### config.mk
export PLATFORM = sky130hd
export DESIGN_NAME = watch_ctrl_p
export DESIGN_NICKNAME = d
export VERILOG_FILES = /design/src/rtl/watch_pkg.sv /design/src/rtl/seg7_decode.sv /design/src/rtl/watch_ctrl_p.sv
export SDC_FILE = /design/constraint.sdc
export NUM_CORES = 1
export LEC_CHECK = 0
export CORE_UTILIZATION = 50
export CTS_CLUSTER_SIZE = 25
export DETAILED_ROUTE_END_ITERATION = 16
export PLACE_DENSITY = 0.75
export SLEW_MARGIN = 25
export SYNTH_ARGS = -nofsm -noshare
export SYNTH_HDL_FRONTEND = slang
export SYNTH_SLANG_ARGS = --single-unit
### constraint.sdc
create_clock -name clk -period 7.4 [get_ports clk]
set_input_delay 1.48 -clock clk [delete_from_list [all_inputs] [get_ports clk]]
set_output_delay 1.48 -clock clk [all_outputs]
set_load 0.05 [all_outputs]
### src/rtl/watch_pkg.sv
// Shared constants, types and the BCD time-increment helper for the keypad watch.
// Combinational only; nothing here carries state or flow control.
package watch_pkg;

    localparam logic [3:0] KEY_STAR       = 4'hE;
    localparam logic [3:0] KEY_HASH       = 4'hF;
    localparam logic [3:0] DIGIT_MAX      = 4'd9;
    localparam logic [3:0] BLANK          = 4'hF;
    localparam logic [3:0] H_ONE_LIMIT_20 = 4'd3;

    localparam logic [7:0] COM_OFF = 8'hFF;
    localparam logic [7:0] COM_PAT [6] = '{8'h7F, 8'hBF, 8'hDF, 8'hEF, 8'hF7, 8'hFB};

    // Largest legal digit per edit position, h_ten first.
    localparam logic [3:0] POS_LIMIT [6] = '{4'd2, 4'd9, 4'd5, 4'd9, 4'd5, 4'd9};

    typedef enum logic {ST_RUN, ST_SET} state_t;

    // Element 5 is h_ten and element 0 is s_one, so the packed value reads as HHMMSS.
    typedef logic [5:0][3:0] bcd_time_t;

    function automatic logic [2:0] pos_idx(input logic [2:0] p);
        return 3'd5 - p;
    endfunction

    function automatic bcd_time_t time_inc(input bcd_time_t t);
        bcd_time_t n = t;
        if (t[0] != 4'd9) n[0] = t[0] + 4'd1;
        else begin
            n[0] = 4'd0;
            if (t[1] != 4'd5) n[1] = t[1] + 4'd1;
            else begin
                n[1] = 4'd0;
                if (t[2] != 4'd9) n[2] = t[2] + 4'd1;
                else begin
                    n[2] = 4'd0;
                    if (t[3] != 4'd5) n[3] = t[3] + 4'd1;
                    else begin
                        n[3] = 4'd0;
                        if (t[5] == 4'd2 && t[4] == 4'd3) begin
                            n[5] = 4'd0;
                            n[4] = 4'd0;
                        end else if (t[4] == 4'd9) begin
                            n[4] = 4'd0;
                            n[5] = t[5] + 4'd1;
                        end else begin
                            n[4] = t[4] + 4'd1;
                        end
                    end
                end
            end
        end
        return n;
    endfunction

endpackage

### src/rtl/seg7_decode.sv
// BCD to {a..g} segment decode, active-high; codes 10-15 are blank.
// Purely combinational, zero latency, no backpressure.
module seg7_decode (
    input  logic [3:0] bcd,
    output logic [6:0] seg
);
    always_comb begin
        seg = 7'h00;
        case (bcd)
            4'd0: seg = 7'h7E;
            4'd1: seg = 7'h30;
            4'd2: seg = 7'h6D;
            4'd3: seg = 7'h79;
            4'd4: seg = 7'h33;
            4'd5: seg = 7'h5B;
            4'd6: seg = 7'h5F;
            4'd7: seg = 7'h70;
            4'd8: seg = 7'h7F;
            4'd9: seg = 7'h7B;
            default: seg = 7'h00;
        endcase
    end
endmodule

### src/rtl/watch_ctrl_p.sv
// HH:MM:SS BCD watch with keypad set/cancel, 12/24h display and a 6-digit muxed 7-seg output.
// Segment outputs are registered (latency 1 from scan index); keys are strobes and are never stalled.
module watch_ctrl_p #(
    parameter int CLK_HZ       = 1000,
    parameter int SCAN_DIV     = 1,
    parameter int BLINK_DIV    = 250,
    parameter bit SEG_ACT_HIGH = 1'b1
) (
    input  logic       clk,
    input  logic       rst,
    input  logic [3:0] keypad_input,
    input  logic       keypad_valid,
    input  logic       mode_12h,
    output logic [7:0] seg_data,
    output logic [7:0] seg_com,
    output logic       setting,
    output logic       pm,
    output logic       sec_pulse
);
    import watch_pkg::*;

    localparam int DIV_W   = (CLK_HZ    > 1) ? $clog2(CLK_HZ)    : 1;
    localparam int SCAN_W  = (SCAN_DIV  > 1) ? $clog2(SCAN_DIV)  : 1;
    localparam int BLINK_W = (BLINK_DIV > 1) ? $clog2(BLINK_DIV) : 1;
    localparam logic [7:0] SEG_OFF = SEG_ACT_HIGH ? 8'h00 : 8'hFF;

    state_t               state, state_nxt;
    bcd_time_t            time_q, temp_q, src, disp;
    logic [2:0]           pos, scan_idx;
    logic [DIV_W-1:0]     div_q;
    logic [SCAN_W-1:0]    scan_cnt;
    logic [BLINK_W-1:0]   blink_cnt;
    logic                 blink_on;
    logic [3:0]           lim, cur_digit;
    logic [6:0]           seg7;
    logic [7:0]           seg_raw;
    logic                 dp, blank_all, digit_ok;

    wire key_star  = keypad_valid && (keypad_input == KEY_STAR);
    wire key_hash  = keypad_valid && (keypad_input == KEY_HASH);
    wire key_digit = keypad_valid && (keypad_input <= DIGIT_MAX);
    wire tick      = (div_q == DIV_W'(CLK_HZ - 1));
    wire enter_set = (state == ST_RUN) && key_star;
    wire commit    = (state == ST_SET) && key_hash;

    always_ff @(posedge clk or posedge rst) begin
        if (rst) state <= ST_RUN;
        else     state <= state_nxt;
    end

    always_comb begin
        state_nxt = state;
        case (state)
            ST_RUN: if (key_star) state_nxt = ST_SET;
            ST_SET: if (key_star || key_hash) state_nxt = ST_RUN;
            default: state_nxt = ST_RUN;
        endcase
    end

    always_comb begin
        setting = (state == ST_SET);
    end

    // A commit coinciding with a tick wins; the tick is lost but still pulses.
    always_ff @(posedge clk or posedge rst) begin
        if (rst) begin
            time_q    <= '0;
            div_q     <= '0;
            sec_pulse <= 1'b0;
        end else begin
            sec_pulse <= tick;
            if (commit) begin
                time_q <= temp_q;
                div_q  <= '0;
            end else if (tick) begin
                time_q <= time_inc(time_q);
                div_q  <= '0;
            end else begin
                div_q  <= div_q + DIV_W'(1);
            end
        end
    end

    always_comb begin
        lim = POS_LIMIT[pos];
        if (pos == 3'd1 && temp_q[5] == 4'd2) lim = H_ONE_LIMIT_20;
        digit_ok = setting && key_digit && (keypad_input <= lim);
    end

    always_ff @(posedge clk or posedge rst) begin
        if (rst) begin
            temp_q <= '0;
            pos    <= 3'd0;
        end else if (enter_set) begin
            temp_q <= time_q;
            pos    <= 3'd0;
        end else if (digit_ok) begin
            temp_q[pos_idx(pos)] <= keypad_input;
            if (pos == 3'd0 && keypad_input == 4'd2 && temp_q[4] > H_ONE_LIMIT_20)
                temp_q[4] <= 4'd0;
            if (pos != 3'd5) pos <= pos + 3'd1;
        end
    end

    always_ff @(posedge clk or posedge rst) begin
        if (rst) begin
            blink_cnt <= '0;
            blink_on  <= 1'b1;
            scan_cnt  <= '0;
            scan_idx  <= 3'd0;
        end else begin
            if (enter_set) begin
                blink_cnt <= '0;
                blink_on  <= 1'b1;
            end else if (blink_cnt == BLINK_W'(BLINK_DIV - 1)) begin
                blink_cnt <= '0;
                blink_on  <= ~blink_on;
            end else begin
                blink_cnt <= blink_cnt + BLINK_W'(1);
            end
            if (scan_cnt == SCAN_W'(SCAN_DIV - 1)) begin
                scan_cnt <= '0;
                scan_idx <= (scan_idx == 3'd5) ? 3'd0 : scan_idx + 3'd1;
            end else begin
                scan_cnt <= scan_cnt + SCAN_W'(1);
            end
        end
    end

    assign pm = (time_q[5] == 4'd2) || (time_q[5] == 4'd1 && time_q[4] >= 4'd2);

    always_comb begin
        src  = setting ? temp_q : time_q;
        disp = src;
        if (!setting && mode_12h) begin
            if ({src[5], src[4]} == 8'h00) begin
                disp[5] = 4'd1;
                disp[4] = 4'd2;
            end else if ({src[5], src[4]} > 8'h12) begin
                if (src[5] == 4'd1) begin
                    disp[5] = 4'd0;
                    disp[4] = src[4] - 4'd2;
                end else if (src[4] < 4'd2) begin
                    disp[5] = 4'd0;
                    disp[4] = src[4] + 4'd8;
                end else begin
                    disp[5] = 4'd1;
                    disp[4] = src[4] - 4'd2;
                end
            end
            if (disp[5] == 4'd0) disp[5] = BLANK;
        end
        cur_digit = disp[pos_idx(scan_idx)];
        blank_all = setting && (scan_idx == pos) && !blink_on;
        dp        = (scan_idx == 3'd1) || (scan_idx == 3'd3) ||
                    (scan_idx == 3'd5 && pm && mode_12h);
        seg_raw   = blank_all ? 8'h00 : {seg7, dp};
    end

    seg7_decode u_dec (
        .bcd (cur_digit),
        .seg (seg7)
    );

    always_ff @(posedge clk or posedge rst) begin
        if (rst) begin
            seg_com  <= COM_OFF;
            seg_data <= SEG_OFF;
        end else begin
            seg_com  <= COM_PAT[scan_idx];
            seg_data <= SEG_ACT_HIGH ? seg_raw : ~seg_raw;
        end
    end

endmodule
# Word-level counts from Yosys, hierarchy flattened

Memory sizes are Yosys's and may differ from the RTL's. A register that Yosys moved wholly into a read port is not among the register bits.
Cells that the tools add are included.

Reduce and logical (&&, ||, !) cells: 38
Multiply operators: 0
Shift-type cells: 0
Divide/modulo/power cells: 0
$add $sub $neg: 15
Bitwise logic cells: 4
Multiplexer cells: 47
Order comparisons: 10
Equal/unequal tests: 25

Operators with widths:

| cell                                                          | count |
|---|---|
| two-way mux 24 bit                                            | 5 |
| two-way mux 8 bit                                             | 9 |
| two-way mux 4 bit                                             | 13 |
| adder 4 x 1 -> 4 bit, second input constant                   | 6 |
| bitwise mux 24 bit                                            | 1 |
| two-way mux 10 bit                                            | 2 |
| two-way mux 20 bit                                            | 1 |
| logical AND 1 bit                                             | 18 |
| equality test 4 x 2 -> 1 bit, second input constant           | 4 |
| two-way mux 16 bit                                            | 1 |
| binary-select mux 4 bit (select 3 bit)                        | 1 |
| demux 4 bit (select 3 bit)                                    | 1 |
| equality test 4 bit, second input constant                    | 3 |
| two-way mux 12 bit                                            | 1 |
| two-way mux 3 bit                                             | 4 |
| adder 10 x 1 -> 10 bit, second input constant                 | 1 |
| equality test 10 bit, second input constant                   | 1 |
| two-way mux 5 bit                                             | 2 |
| adder 8 x 1 -> 8 bit, second input constant                   | 1 |
| equality test 4 x 1 -> 1 bit, second input constant           | 2 |
| equality test 8 bit, second input constant                    | 1 |
| greater-than comparator 8 x 5 -> 1 bit, second input constant | 1 |
| logical NOT 8 bit                                             | 1 |
| less-than comparator 3 x 4 -> 1 bit, second input constant    | 2 |
| 35 further kinds                                              | 57 |

Memory bits (read-only): 208
Memories: 3
Bits in latches: 0
Memory bits (writable): 0
Register bits: 84

Memories:

| name            | depth | width | read ports | clocked after memory_dff | wr ports | RTL line            | source |
|---|---|---|---|---|---|---|---|
| (no name shown) | 16    | 7     | 1          | 0                        | 0        | seg7_decode.sv:9    | `case (bcd)` |
| (no name shown) | 8     | 8     | 1          | 1                        | 0        | watch_ctrl_p.sv:170 | `seg_com <= COM_PAT[scan_idx];` |
| (no name shown) | 8     | 4     | 1          | 0                        | 0        | watch_ctrl_p.sv:85  | `lim = POS_LIMIT[pos];` |

# Depth between registers and ports, before layout

Gate-level depths: netlist of the first run.
An unclocked memory read counts as a cell.

Word-level depth: 14
Mapped depth: 13
Gate-level depth less buffers: 12

# Cells and area by module

Synthesis of the first run repeated with hierarchy kept, for this count alone.

Cells, all modules: 598
Area total of the unflattened synthesis: 5652.9 µm²

By module, submodules not included:

| module       | seq. area each (µm²) | cells an instance | area an instance (µm²) | times used |
|---|---|---|---|---|
| watch_ctrl_p | 2235.9               | 568               | 5435.2                 | 1 |
| seg7_decode  | 0.0                  | 30                | 217.7                  | 1 |

# Worst setup path before layout of the first run

OpenSTA, ideal clock, no wires.

Kind: in2reg
Start point: in mode_12h
End point: reg seg_data[7]
Library setup time: 0.094 ns
Path buffers: 1
Stages: 10
Arrival: 3.539 ns
Slack: 3.767 ns
Required time: 7.306 ns
Cell sequence: clkbuf_1 or2_2 mux4_2 nand2_1 a21oi_1 a21oi_1 inv_1 ha_1 mux2_1 a211oi_1

Longest elaborated chain between the ends: 6

RTL lines:

| what                                    | RTL line            | source |
|---|---|---|
| start: declaration                      | watch_ctrl_p.sv:13  | `input logic mode_12h,` |
| logical AND 1 bit                       | watch_ctrl_p.sv:135 | `if (!setting && mode_12h) begin` |
| two-way mux 8 bit                       | watch_ctrl_p.sv:135 |  |
| binary-select mux 4 bit (select 3 bit)  | watch_ctrl_p.sv:153 | `cur_digit = disp[pos_idx(scan_idx)];` |
| two-way mux 4 bit (implied by the code) | watch_ctrl_p.sv:153 |  |
| memory (16 x 7 bit)                     | n/a                 |  |
| two-way mux 8 bit                       | watch_ctrl_p.sv:157 | `seg_raw = blank_all ? 8'h00 : {seg7, dp};` |
| net seg_raw[7]                          | watch_ctrl_p.sv:36  | `logic [7:0] seg_raw;` |
| end signal: assignment                  | watch_ctrl_p.sv:171 | `seg_data <= SEG_ACT_HIGH ? seg_raw : ~seg_raw;` |
| end: declaration                        | watch_ctrl_p.sv:14  | `output logic [7:0] seg_data,` |

The timed path passes the listed nets, and every way through them passes these cells. The select of a mux whose other input is x is not followed.
A chain may end at the register's enable or synchronous reset.

# Final worst setup path of the first run

Same ends and word-level chain as after synthesis.

==> results of run 1 <==
==> flip-flops by register name (all words and copies together) (netlist names) <==
register and flops:
scan_idx 3, div_q 10, seg_data 8, blink_on 1
pos 3, sec_pulse 1, setting 1, time_q 24
seg_com 6, blink_cnt 8, temp_q 24
==> kinds of logic (layout without fill, tap and decap cells) <==
| group | count (synthesis) | in the layout | share of synthesized area [%] |
|---|---|---|---|
| other | 1 | 2 | 0.06787 |
| muxes | 36 | 36 | 8.763 |
| and+or+nand+nor | 220 | 220 | 20.09 |
| AOI/OAI and AO/OA | 144 | 144 | 17.14 |
| xor gates and xnor gates | 22 | 22 | 3.487 |
| DFF | 89 | 89 | 40.47 |
| buffers and inverters | 53 | 66 | 3.872 |
| adders and majority gates | 27 | 27 | 6.114 |
==> Yosys cell counts, drive strengths merged, types with 3 or more instances <==
cell type / number
clkbuf: 18
nor2b: 12
dfrtp: 82
nor3b: 5
a21oi: 34
mux4: 9
nand3: 16
o22ai: 3
nand2: 71
or2: 4
buf: 14
and3: 5
ha: 27
o21a: 4
a211oi: 6
dfstp: 7
xnor2: 14
and3b: 3
mux2i: 21
nand3b: 4
mux2: 6
a21boi: 3
o211ai: 8
nor4: 3
nor4b: 5
nor2: 48
nand4: 12
inv: 21
nand2b: 3
a22o: 3
a31oi: 3
o21ai: 52
xor2: 8
or3: 7
nor3: 16
==> final cells by class <==
class	instances	area, um2
flip-flops and latches	89	2236
well taps	140	175.2
multi-input cells	451	3092
clock buffers	9	123.9
clock inverters	7	58.81
repair buffers	29	281.5
inverters	21	80.08
fillers	928	4746
==> where the power goes <==
part           internal [mW]  switching (mW)  total, mW  leakage (nW)
combinational          0.232           0.276      0.508          1.49
sequential             0.615           0.170      0.785          1.10
clock                  0.128           0.197      0.325        0.0929
total                  0.975           0.642       1.62          2.69
==> worst max-delay path, stage by stage <==
cell             delay [ns]
clkdlybuf4s50_1        0.56
or2_2                  0.35
mux4_2                 0.48
nand2_1                0.08
a21oi_1                0.06
a21oi_1                0.40
inv_1                  0.13
ha_1                   0.23
mux2_1                 0.29
a211oi_1               0.24
==> metrics by stage <==
step | instance area, um2 | hold slack (ns)
final | 6047 | 0.4803
after detailed placement | 5856 | 0.4695
after floorplan | 5529 | 0.4479
after global routing | 6047 | 0.4999
after CTS | 6038 | 0.4823
after global placement | 5856 | 0.4649
==> per-layer routing <==
| layer | GRT usage (%) | wire, um |
|---|---|---|
| met1 | 31.87 | 5728 |
| met2 | 36.73 | 5951 |
| met3 | 4.863 | 682 |
| met4 | 8.708 | 199 |
| met5 | 0 | 0 |
==> worst paths after layout <==
check	to	slack [ns]
worst max register to register	seg_data[7]	3.90
max in group asynchronous	time_q[22]	5.14
worst max-delay path	seg_data[7]	3.39
worst min register to register	div_q[0]	0.48
worst min-delay path	div_q[0]	0.48
min in group asynchronous	temp_q[15]	1.31
==> qor.txt, run 1 <==
Worst Clk Skew -> 0.01244 ns
Layout area overhead -> 9.443%
crit path from -> mode_12h
DRC viols -> 2
clock root buffer -> clkbuf_8
register clock-pin slew on the reported worst setup and hold paths -> 0.09 ns
HP Start -> div_q[0]
commonest non-fill, non-tap cell in the layout -> dfrtp_1
status -> finished, violations left
commonest non-fill, non-tap cells in the layout -> 82 x dfrtp_1, 71 x nand2_1, 49 x o21ai_0
Final nets -> 636
RSZ-0062 raised after global routing -> no
routed len/inst -> 16.84 um
CTS tree -> yes
fin crit share -> 54.20%
R2R depth -> 8
crit path DAT -> 4.30 ns
Ports -> 27
Final WS setup -> 3.390 ns
# port buffers -> 24
dominant cell type by area after synthesis -> dfrtp_1
area share of the largest cell type after synthesis -> 37.14%
hold_buf cts -> 0
first-pass GRT wire length -> 21090 um
max-slew headroom at the worst pin -> 45.73%
Initial DRT Pass Iterations -> 10
Global Route Usage Sum -> 23.40%
Sinks on Clock Net -> 89
n_diodes -> 0
Rows -> 38
ys async rst share -> 100.0%
Power Density -> 267.5 mW/mm2
post-synthesis register bit count -> 89
Bufs on Longest Clock Path -> 2
Tot Pwr -> 1.618 mW
Initial Utilization -> 51.19%
failing checks -> DRC
via count -> 4522
Slew Limit Fails -> 0
Crit Path Class -> in -> reg
Via density -> 6.062
top_reg_cell synth -> dfrtp_1
largest fanout on the critical path -> 9
Final Hold Vio Count -> 0
layout cells sized above 1 -> 10.56%
Syn Area/Cell -> 9.333 um2
DR iter-0 viols -> 280
top area cells in the synthesized netlist -> dfrtp_1 37%, ha_1 6.1%, nand2_1 4.8%, o21ai_0 4.4%, mux2i_1 3.8%
CTS Buf Count -> 9
Final Critical Period -> 4.010 ns
final non-filler cell total -> 746
number of setup buffers added after CTS -> 0
Worst Hold Depth -> 1
Peak VDD IR -> 191.8 uV
synth unique cells -> 75
hold crit path type -> reg -> reg
Synth Instances -> 592
area of the core -> 0.01079 mm2
Seq/Total Area, Yosys -> 40.47%
number of global-route vias before repair -> 4337
Setup-failing EPs final -> 0
MaxCap Viol Count -> 0
Leakage -> 2.687 nW
placed cell count -> 730
H-tree levels -> 3
# resized after CTS -> 0
Post-synth EDFFs -> 0
GR Overflow Total -> 0
final core utilization -> 56.03%
startpoint types -> input port
Setup WS pre-CTS -> 3.013 ns
pin count of the biggest net entering global routing -> 80
Worst Path Required -> 7.69 ns
setup TNS -> 0 ns
GPL Wtd Cong -> 0.8566
post-route ant nets -> 0
synth warn -> 0
Die W -> 107.1 um
FF-to-FF Start -> setting
initial antenna violation count -> 0
post-DP HPWL -> 8750 um
Die Area -> 0.01147 mm2
Detailed Route WL -> 12560 um
Die Ht -> 107.1 um
clk_lat worst skew -> 0.39 ns
Post-Syn Area -> 0.005525 mm2
fmax -> 0.2494 GHz
CP Capture Type -> flip-flop
actual slew at the worst max-slew pin -> 0.8052 ns
Power figures use the tool's default switching activity.
==> run 2: changes to the inputs <==
- PLACE_DENSITY: 0.75 -> 0.78
- clock period: 7.4 -> 3.3 ns (I/O delays scaled with it)
==> qor.txt, run 2 (synthesis results as in run 1) <==
Crit Path Class -> reg -> reg
Power Density -> 616.8 mW/mm2 (+130%)
Leakage -> 2.836 nW (+5.5%)
CP Capture Type -> flip-flop
R2R depth -> 13 (+5)
fin crit share -> 91.20%
pin count of the biggest net entering global routing -> 59 (-26%)
Reg2Reg Setup Slack -> 0.29 ns (-3.61 ns)
Die W -> 107.1 um (unchanged)
Gate power share -> 30.6% (-0.8 points)
GPL Wtd Cong -> 0.9099 (+6.2%)
via count -> 4654 (+2.9%)
Global Route Usage Sum -> 25.13% (+1.7 points)
failing checks -> DRC
Worst Clk Skew -> 0.01168 ns (-0.0007626 ns)
Detailed Route WL -> 13330 um (+6.1%)
clock root buffer -> clkbuf_8
Die Ht -> 107.1 um (unchanged)
Slew Limit Fails -> 0 (unchanged)
Via density -> 6.076 (+0.23%)
Internal -> 2.438 mW (+150%)
Final Hold Vio Count -> 0 (unchanged)
Worst Path Required -> 3.60 ns (-4.09 ns)
# fillers -> 874 (-5.8%)
DR iter-0 viols -> 394 (+41%)
n_diodes -> 0 (unchanged)
Sinks on Clock Net -> 89 (unchanged)
initial antenna violation count -> 0 (unchanged)
MaxCap Viol Count -> 0 (unchanged)
Final nets -> 656 (+3.1%)
DRC viols -> 2 (unchanged)
CTS tree -> yes
crit path to -> temp_q[11]
post-route ant nets -> 0 (unchanged)
Regs by FF count -> temp_q: 24 flops, time_q: 24 flops, div_q: 10 flops
Clock Power Share -> 24.0% (+3.9 points)
startpoint types -> flip-flop
commonest non-fill, non-tap cells in the layout -> 81 x dfrtp_1, 71 x nand2_1, 49 x o21ai_0
switching portion of total power -> 37.09% (-2.6 points)
Rows -> 38 (unchanged)
register clock-pin slew on the reported worst setup and hold paths -> 0.09 ns (about the same)
Reg power frac -> 45.3% (-3.2 points)
Initial Utilization -> 51.19% (unchanged)
Seq. cell area -> 0.002237 mm2 (about the same)
final core utilization -> 58.21% (+2.2 points)
crit path DAT -> 3.31 ns (-0.99 ns)
setup TNS -> 0 ns (unchanged)
hold crit path type -> reg -> reg
layout cells sized above 1 -> 13.42% (+2.9 points)
actual slew at the worst max-slew pin -> 0.6840 ns (-0.1213 ns)
Initial DRT Pass Iterations -> 11 (+1)
Final Critical Period -> 3.010 ns
area of the core -> 0.01079 mm2 (unchanged)
GR Overflow Total -> 0 (unchanged)
Layout area overhead -> 13.70%
area taken by multi-input logic gates -> 0.003087 mm2 (-0.16%)
status -> finished, violations left
FF-to-FF Start -> pos[0]
CTS Buf Count -> 9 (unchanged)
H-tree levels -> 3 (unchanged)
post-DP HPWL -> 9437 um (+7.8%)
# port buffers -> 24 (unchanged)
Net Sw Power -> 1.437 mW (+120%)
Setup-failing EPs final -> 0 (unchanged)
routed len/inst -> 17.40 um (+3.3%)
Ports -> 27 (unchanged)
clk_lat worst skew -> 0.38 ns (about the same)
Peak VDD IR -> 563.9 uV (+190%)
crit path from -> pos[0]
Die Area -> 0.01147 mm2 (unchanged)
number of global-route vias before repair -> 4618 (+6.5%)
worst reg2reg path endpoint -> temp_q[11]
Bufs on Longest Clock Path -> 2 (unchanged)
fmax -> 0.3323 GHz
max-slew headroom at the worst pin -> 54.19% (+8.5 points)
first-pass GRT wire length -> 22320 um (+5.9%)
RSZ-0062 raised after global routing -> no
largest fanout on the critical path -> 11 (+2)
commonest non-fill, non-tap cell in the layout -> dfrtp_1
## run 2: worst min-delay path by stage
| stage | startpoint | endpoint | slack [ns] | depth (start not counted) |
|---|---|---|---|---|
| floorplan | div_q[0] | div_q[0] | 0.45 | 1 |
| global placement | div_q[0] | div_q[0] | 0.47 | 1 |
| finish | div_q[0] | div_q[0] | 0.50 | 1 |
| detailed placement | div_q[0] | div_q[0] | 0.49 | 1 |
| global route | div_q[0] | div_q[0] | 0.54 | 1 |
| CTS | div_q[0] | div_q[0] | 0.50 | 1 |
## run 2: power groups by stage
| stage | Sequential (mW) | Combinational (mW) | Clock, mW |
|---|---|---|---|
| after floorplan | 1.75 | 0.803 | 0 |
| after global placement | 1.74 | 1.12 | 0 |
| after detailed placement | 1.76 | 1.18 | 0 |
| after CTS | 1.74 | 1.19 | 0.948 |
| after global routing | 1.80 | 1.32 | 0.996 |
| final | 1.76 | 1.19 | 0.931 |
## run 2: metrics by stage
step | hold WS (ns) | power (mW) | instances | area, um2 | setup WS, ns
global placement | 0.4660 | 2.866 | 750 | 6031 | 0.2175
detailed placement | 0.4900 | 2.941 | 750 | 6031 | 0.1078
finish | 0.4981 | 3.875 | 766 | 6282 | 0.2904
CTS | 0.5028 | 3.877 | 766 | 6279 | 0.1126
global route | 0.5414 | 4.109 | 766 | 6282 | 0.07732
floorplan | 0.4479 | 2.556 | 593 | 5529 | 0.03144
## run 2: final cells by class
class	count	share of cell area, %
Multi-Input combinational cell	451	49.13
Sequential cell	89	35.61
Timing Repair Buffer	49	7.250
Tap cell	140	2.788
Clock buffer	9	1.972
Clock inverter	7	1.972
Inverter	21	1.275
## run 2: timing repair
action | in CTS | in global routing
setup endpoints to repair | 0 | 3
hold buffers | 0 | 0
setup buffers | 0 | 0
resized for setup | 0 | 2
## run 2: layer usage
metal / routed length (um) / share of wire [%] / vias to the layer above / track usage, %
li1: - / - / 2180 / -
met1: 5676 / 43 / 2277 / 32.85
met2: 6625 / 50 / 176 / 41.24
met3: 843 / 6.3 / 21 / 4.195
met4: 180 / 1.4 / 0 / 10.67
met5: 0 / 0 / - / 0
## run 2: critical path: stages (launching register included)
cell     delay [ns]
dfrtp_2        0.50
inv_1          0.17
ha_1           0.17
nor2b_1        0.23
nor2b_1        0.08
ha_1           0.29
nor2b_1        0.13
o21a_1         0.17
o21a_1         0.18
o21ai_1        0.15
buf_4          0.17
nand4_1        0.29
mux2i_1        0.20
o21ai_0        0.18
==> run 3: changes to the inputs <==
- SETUP_SLACK_MARGIN: unset -> 0.1
==> qor.txt, run 3 (synthesis results as in run 1) <==
CTS tree -> yes
Leakage -> 2.833 nW (-0.10%)
Reg2Reg Setup Slack -> 0.39 ns (+0.10 ns)
Crit path max-delay family -> simple AND/OR/NAND/NOR gates
crit path from -> pos[0]
Slew Limit Fails -> 0 (unchanged)
largest fanout on the critical path -> 11 (unchanged)
failing checks -> DRC
GPL Wtd Cong -> 0.9101 (about the same)
Power Density -> 610.5 mW/mm2 (-1.0%)
worst reg2reg path endpoint -> temp_q[2]
slowest stage cell on the critical path -> dfrtp_2
critical-path cell list -> inv_1, ha_1, nor2b_1, nor2b_1, ha_1, nor2b_1, o21a_1, o21a_1, o21ai_1, buf_4, nand4_1, mux2i_1, o21ai_0
n_diodes -> 0 (unchanged)
busiest grt layer -> met2
most frequent CP cell -> nor2b_1
hold crit path type -> reg -> reg
fmax -> 0.3433 GHz (+3.3%)
cell depth of the worst setup path -> 13 (unchanged)
startpoint types -> flip-flop
Final Hold Vio Count -> 0 (unchanged)
first-pass GRT wire length -> 22090 um (-1.0%)
M1 GR Usage -> 31.74% (-1.1 points)
layout cells sized above 1 -> 13.58% (+0.16 points)
Die Area -> 0.01147 mm2 (unchanged)
register clock-pin slew on the reported worst setup and hold paths -> 0.10 ns (about the same)
Rows -> 38 (unchanged)
# fillers -> 929 (+6.3%)
Bufs on Longest Clock Path -> 2 (unchanged)
Initial Utilization -> 51.19% (unchanged)
GR Overflow Total -> 0 (unchanged)
grt met2 use -> 40.55% (-0.69 points)
status -> finished, violations left
area taken by multi-input logic gates -> 0.003087 mm2 (unchanged)
Final nets -> 656 (unchanged)
MaxCap Viol Count -> 0 (unchanged)
DR iter-0 viols -> 409 (+3.8%)
Initial DRT Pass Iterations -> 11 (unchanged)
crit path DAT -> 3.17 ns (-0.14 ns)
Peak VDD IR -> 399.4 uV (-29%)
DRC viols -> 2 (unchanged)
fin crit share -> 88.26% (-2.9 points)
Global Route Usage Sum -> 24.53% (-0.60 points)
clock root buffer -> clkbuf_8
clk_lat worst skew -> 0.37 ns (about the same)
Worst Hold Depth -> 1 (unchanged)
Final Critical Period -> 2.913 ns (-0.09708 ns)
Layout area overhead -> 13.52%
Tot Pwr -> 3.829 mW (-1.2%)
# port buffers -> 24 (unchanged)
FF-to-FF Start -> pos[0]
setup TNS -> 0 ns (unchanged)
CTS Buf Count -> 9 (unchanged)
Worst Path Required -> 3.56 ns (-0.04 ns)
H-tree levels -> 3 (unchanged)
post-DP HPWL -> 9205 um (-2.5%)
Sinks on Clock Net -> 89 (unchanged)
Via density -> 6.023 (-0.86%)
CP bufs+invs -> 2 (unchanged)
biggest cell delay along the critical path -> 0.50 ns (about the same)
Ports -> 27 (unchanged)
Setup-failing EPs final -> 0 (unchanged)
initial antenna violation count -> 0 (unchanged)
number of global-route vias before repair -> 4551 (-1.5%)
area of the core -> 0.01079 mm2 (unchanged)
met3 GRT Util -> 3.404% (-0.79 points)
Die W -> 107.1 um (unchanged)
R2R depth -> 13 (unchanged)
commonest non-fill, non-tap cells in the layout -> 80 x dfrtp_1, 71 x nand2_1, 49 x o21ai_0
RSZ-0062 raised after global routing -> no
via count -> 4614 (-0.86%)
crit path to -> temp_q[2]
Die Ht -> 107.1 um (unchanged)
Regs by FF count -> temp_q: 24 flops, time_q: 24 flops, div_q: 10 flops
pin count of the biggest net entering global routing -> 58 (-1.7%)
actual slew at the worst max-slew pin -> 0.7422 ns (+0.05817 ns)
Worst Clk Skew -> 0.009630 ns (-0.002047 ns)
post-route ant nets -> 0 (unchanged)
Seq. cell area -> 0.002238 mm2 (about the same)
routed len/inst -> 17.05 um (-2.0%)
commonest non-fill, non-tap cell in the layout -> dfrtp_1
Crit Path Class -> reg -> reg
CP Capture Type -> flip-flop
Detailed Route WL -> 13060 um (-2.0%)
max-slew headroom at the worst pin -> 50.29% (-3.9 points)
==> run 3: cell types whose count changed in the layout (fill, tap and decap cells not counted), sizes merged <==
cell	change
bufinv	-1
clkbuf	+2
clkinvlp	-1
==> run 3: worst min path at each step <==
| stage | start | to | slack [ns] |
|---|---|---|---|
| after detailed placement | div_q[0] | div_q[0] | 0.48 |
| after global placement | div_q[0] | div_q[0] | 0.47 |
| final | div_q[0] | div_q[0] | 0.49 |
| after floorplan | div_q[0] | div_q[0] | 0.45 |
| after CTS | div_q[0] | div_q[0] | 0.50 |
| after global routing | div_q[0] | div_q[0] | 0.52 |
==> run 3: final cells by class <==
class	count	share of cell area (%)
clock buffers	11	2.414
clock inverters	5	1.356
inverters	21	1.277
multi-input cells	451	49.21
flip-flops and latches	89	35.69
well taps	140	2.793
repair buffers	49	7.261
==> run 3: power by group <==
group,internal [mW],switching [mW]
clock network,0.475,0.418
logic,0.546,0.629
registers,1.38,0.380
total,2.40,1.43
==> run 3: what timing repair did <==
action	in CTS	in global routing
hold buffers	0	0
gates resized for setup	0	2
setup buffers	0	4
endpoints found under the setup margin	0	20
==> run 3: stage by stage <==
stage | util (%) | instances | setup WS, ns | hold slack, ns | instance area [um2]
final | 58.12 | 766 | 0.3875 | 0.4900 | 6272
after global routing | 58.12 | 766 | 0.1267 | 0.5188 | 6272
after CTS | 57.80 | 762 | 0.1340 | 0.4956 | 6238
after detailed placement | 55.61 | 746 | 0.1622 | 0.4830 | 6002
after global placement | 55.61 | 746 | 0.2092 | 0.4683 | 6002
after floorplan | - | 593 | 0.1442 | 0.4479 | 5530
==> run 3: metal layers <==
layer | vias up | part of all wire, %
met4 | 0 | 2.1
li1 | 2169 | -
met2 | 163 | 49
met1 | 2263 | 44
met3 | 19 | 5.3
met5 | - | 0
==> RTL edit (flow settings as in run 3) <==
Set the package constant `DIGIT_MAX` to 4'd8 (it was 4'd9).
--- a/src/rtl/watch_pkg.sv
+++ b/src/rtl/watch_pkg.sv
@@ -6,3 +6,3 @@
     localparam logic [3:0] KEY_HASH       = 4'hF;
-    localparam logic [3:0] DIGIT_MAX      = 4'd9;
+    localparam logic [3:0] DIGIT_MAX      = 4'd8;
     localparam logic [3:0] BLANK          = 4'hF;
Formal check against the unedited RTL: not equivalent (Yosys sat finds a counterexample within 10 cycles, from zero or initial values and one cycle with rst high).
==> RTL edit against run 3 <==
  * Synthesized cell count increased by 3.4%
  * Combinational power up 14%
  * Clock skew up 2.0 ps
  * Worst setup slack worse by 140 ps
  * Area after synthesis increased by 1.8%
  * Cell area rose by 1.4%
  * Sequential power is 3% lower
  * Power decreased by 0.89%
  * Sequential cell count is the same
  * Hold slack lost 3.5 ps
  * Routed wire length up 6.6%
  * Fmax down 4.4%
  * Clock power decreased by 17%
  * Critical path type unchanged
  * Critical endpoint is now temp_q[8]
==> RTL edit: results (changes against run 3) <==
| Metric | Value |
|---|---|
| Launch point of the worst reg-to-reg path | pos[1] |
| Mux share of post-synthesis cell area | 0.0732 (-0.0144) |
| Routed WL | 13,900 microns (+6.6%) |
| Clock Power Share | 0.194 (-0.039) |
| CP max FO | 5 (-6) |
| Adder-Cell Fraction of Synth Area | 0.0601 (-0.00107) |
| Post-DP HPWL | 10,100 microns (+9.2%) |
| Crit Reg-Reg Endpoint | temp_q[8] |
| NumNets Final | 677 (+3.2%) |
| Largest net degree at the start of global routing | 90 (+55%) |
| Worst-path clk slew | 100 ps (about the same) |
| First-pass GRT wire length | 23,000 microns (+4.0%) |
| DRT Pass-1 Iters | 5 (-6) |
| Gr usage total | 0.254 (+0.00848) |
| R2r setup slk | 250 ps (-140 ps) |
| Sequential area share after synthesis | 0.398 (-0.00711) |
| Hold WS | 487 ps (-3.55 ps) |
| Pre-CTS setup slack | 117 ps (-45.4 ps) |
| Number of DRC markers in iteration 0 | 413 (+0.98%) |
| P_leak | 2.85 nW (+0.57%) |
| Sw power | 1.51 mW (+5.7%) |
| Status | completed |
| Pin slew with the least headroom to its limit | 626 ps (-116 ps) |
| Post-route insts no fill | 787 (+2.7%) |
| Post-Synthesis Cells | 612 (+3.4%) |
| Ranking of synthesized cells by area | dfrtp_1, ha_1, nand2_1, nor2_1, a21oi_1 |
| Layout cells sized above 1 | 0.148 (+0.0126) |
| Pwr Total | 3.80 mW (-0.89%) |
| Worst-case vdd ir drop | 0.414 mV (+3.7%) |
| Synth cell count leaders | dfrtp_1, nand2_1, nor2_1 |
| Post-synthesis cell type count | 71 (-5.3%) |
| Placed insts | 770 (+3.2%) |
| Fin util | 0.584 (+0.00274) |
| Vias in the first global route | 4,637 (+1.9%) |
| Number of antenna-violating nets in the routed design | 0 (unchanged) |
| DR vias | 4,876 (+5.7%) |
| Compound-Gate Fraction of Synth Area | 0.188 (+0.0168) |
| Fill count | 954 (+2.7%) |
| Final RePlAce weighted congestion | 0.889 (-2.3%) |
| Worst Reg-to-Reg Cells | 12 (-1) |
| Synth Area in XOR/XNOR | 0.0358 (+0.000944) |
| Final Skew | 11.7 ps (+2.05 ps) |
| Placed cell area | 6140 sq um (+2.2%) |
RTL edit: changes by cell type in the layout (fill, tap and decap cells not counted), sizes merged, moves of 5 or more:
cell	change
o21ai	-13
a21oi	+6
mux2i	-8
a21o	+10
nor2	+9
a22o	+10
inv	+5
buf	+5
nand2	-7
a221o	+7
RTL edit: area by class of cell:
cell class | instances | area share
multi-input cells | 462 | 0.500
clock buffers | 9 | 0.0195
flip-flops and latches | 89 | 0.352
well taps | 140 | 0.0276
clock inverters | 7 | 0.0104
inverters | 26 | 0.0155
repair buffers | 54 | 0.0750
RTL edit: critical path, cell delays in order (launching register included):
cell,delay [ps]
dfrtp_1,400
inv_2,80
ha_2,180
nor4bb_4,250
a21oi_1,130
ha_1,310
nor2b_1,140
o21a_1,160
o21a_1,170
o21ai_2,120
or4b_4,500
and2_1,220
a221o_1,290
RTL edit: per-layer routing:
layer | vias up | routed length (microns) | GRT usage
li1 | 2271 | - | -
met4 | 0 | 304 | 0.0998
met3 | 27 | 719 | 0.0325
met2 | 149 | 6680 | 0.406
met5 | - | 0 | 0
met1 | 2429 | 6220 | 0.349
RTL edit: worst max path at each step:
| stage | slack [ps] | start | depth (start not counted) | end |
|---|---|---|---|---|
| 2_1_floorplan | 240 | setting | 10 | seg_data[1] |
| 3_3_place_gp | 160 | keypad_input[1] | 9 | temp_q[8] |
| 3_5_place_dp | 120 | pos[1] | 12 | temp_q[8] |
| 4_1_cts | 210 | pos[1] | 12 | temp_q[8] |
| 5_1_grt | 120 | pos[1] | 12 | temp_q[8] |
| 6_report | 250 | pos[1] | 12 | temp_q[8] |
RTL edit: what timing repair did:
item | in CTS | in global routing
resized for setup | 2 | 6
endpoints found under the setup margin | 2 | 19
buffers inserted | 0 | 1
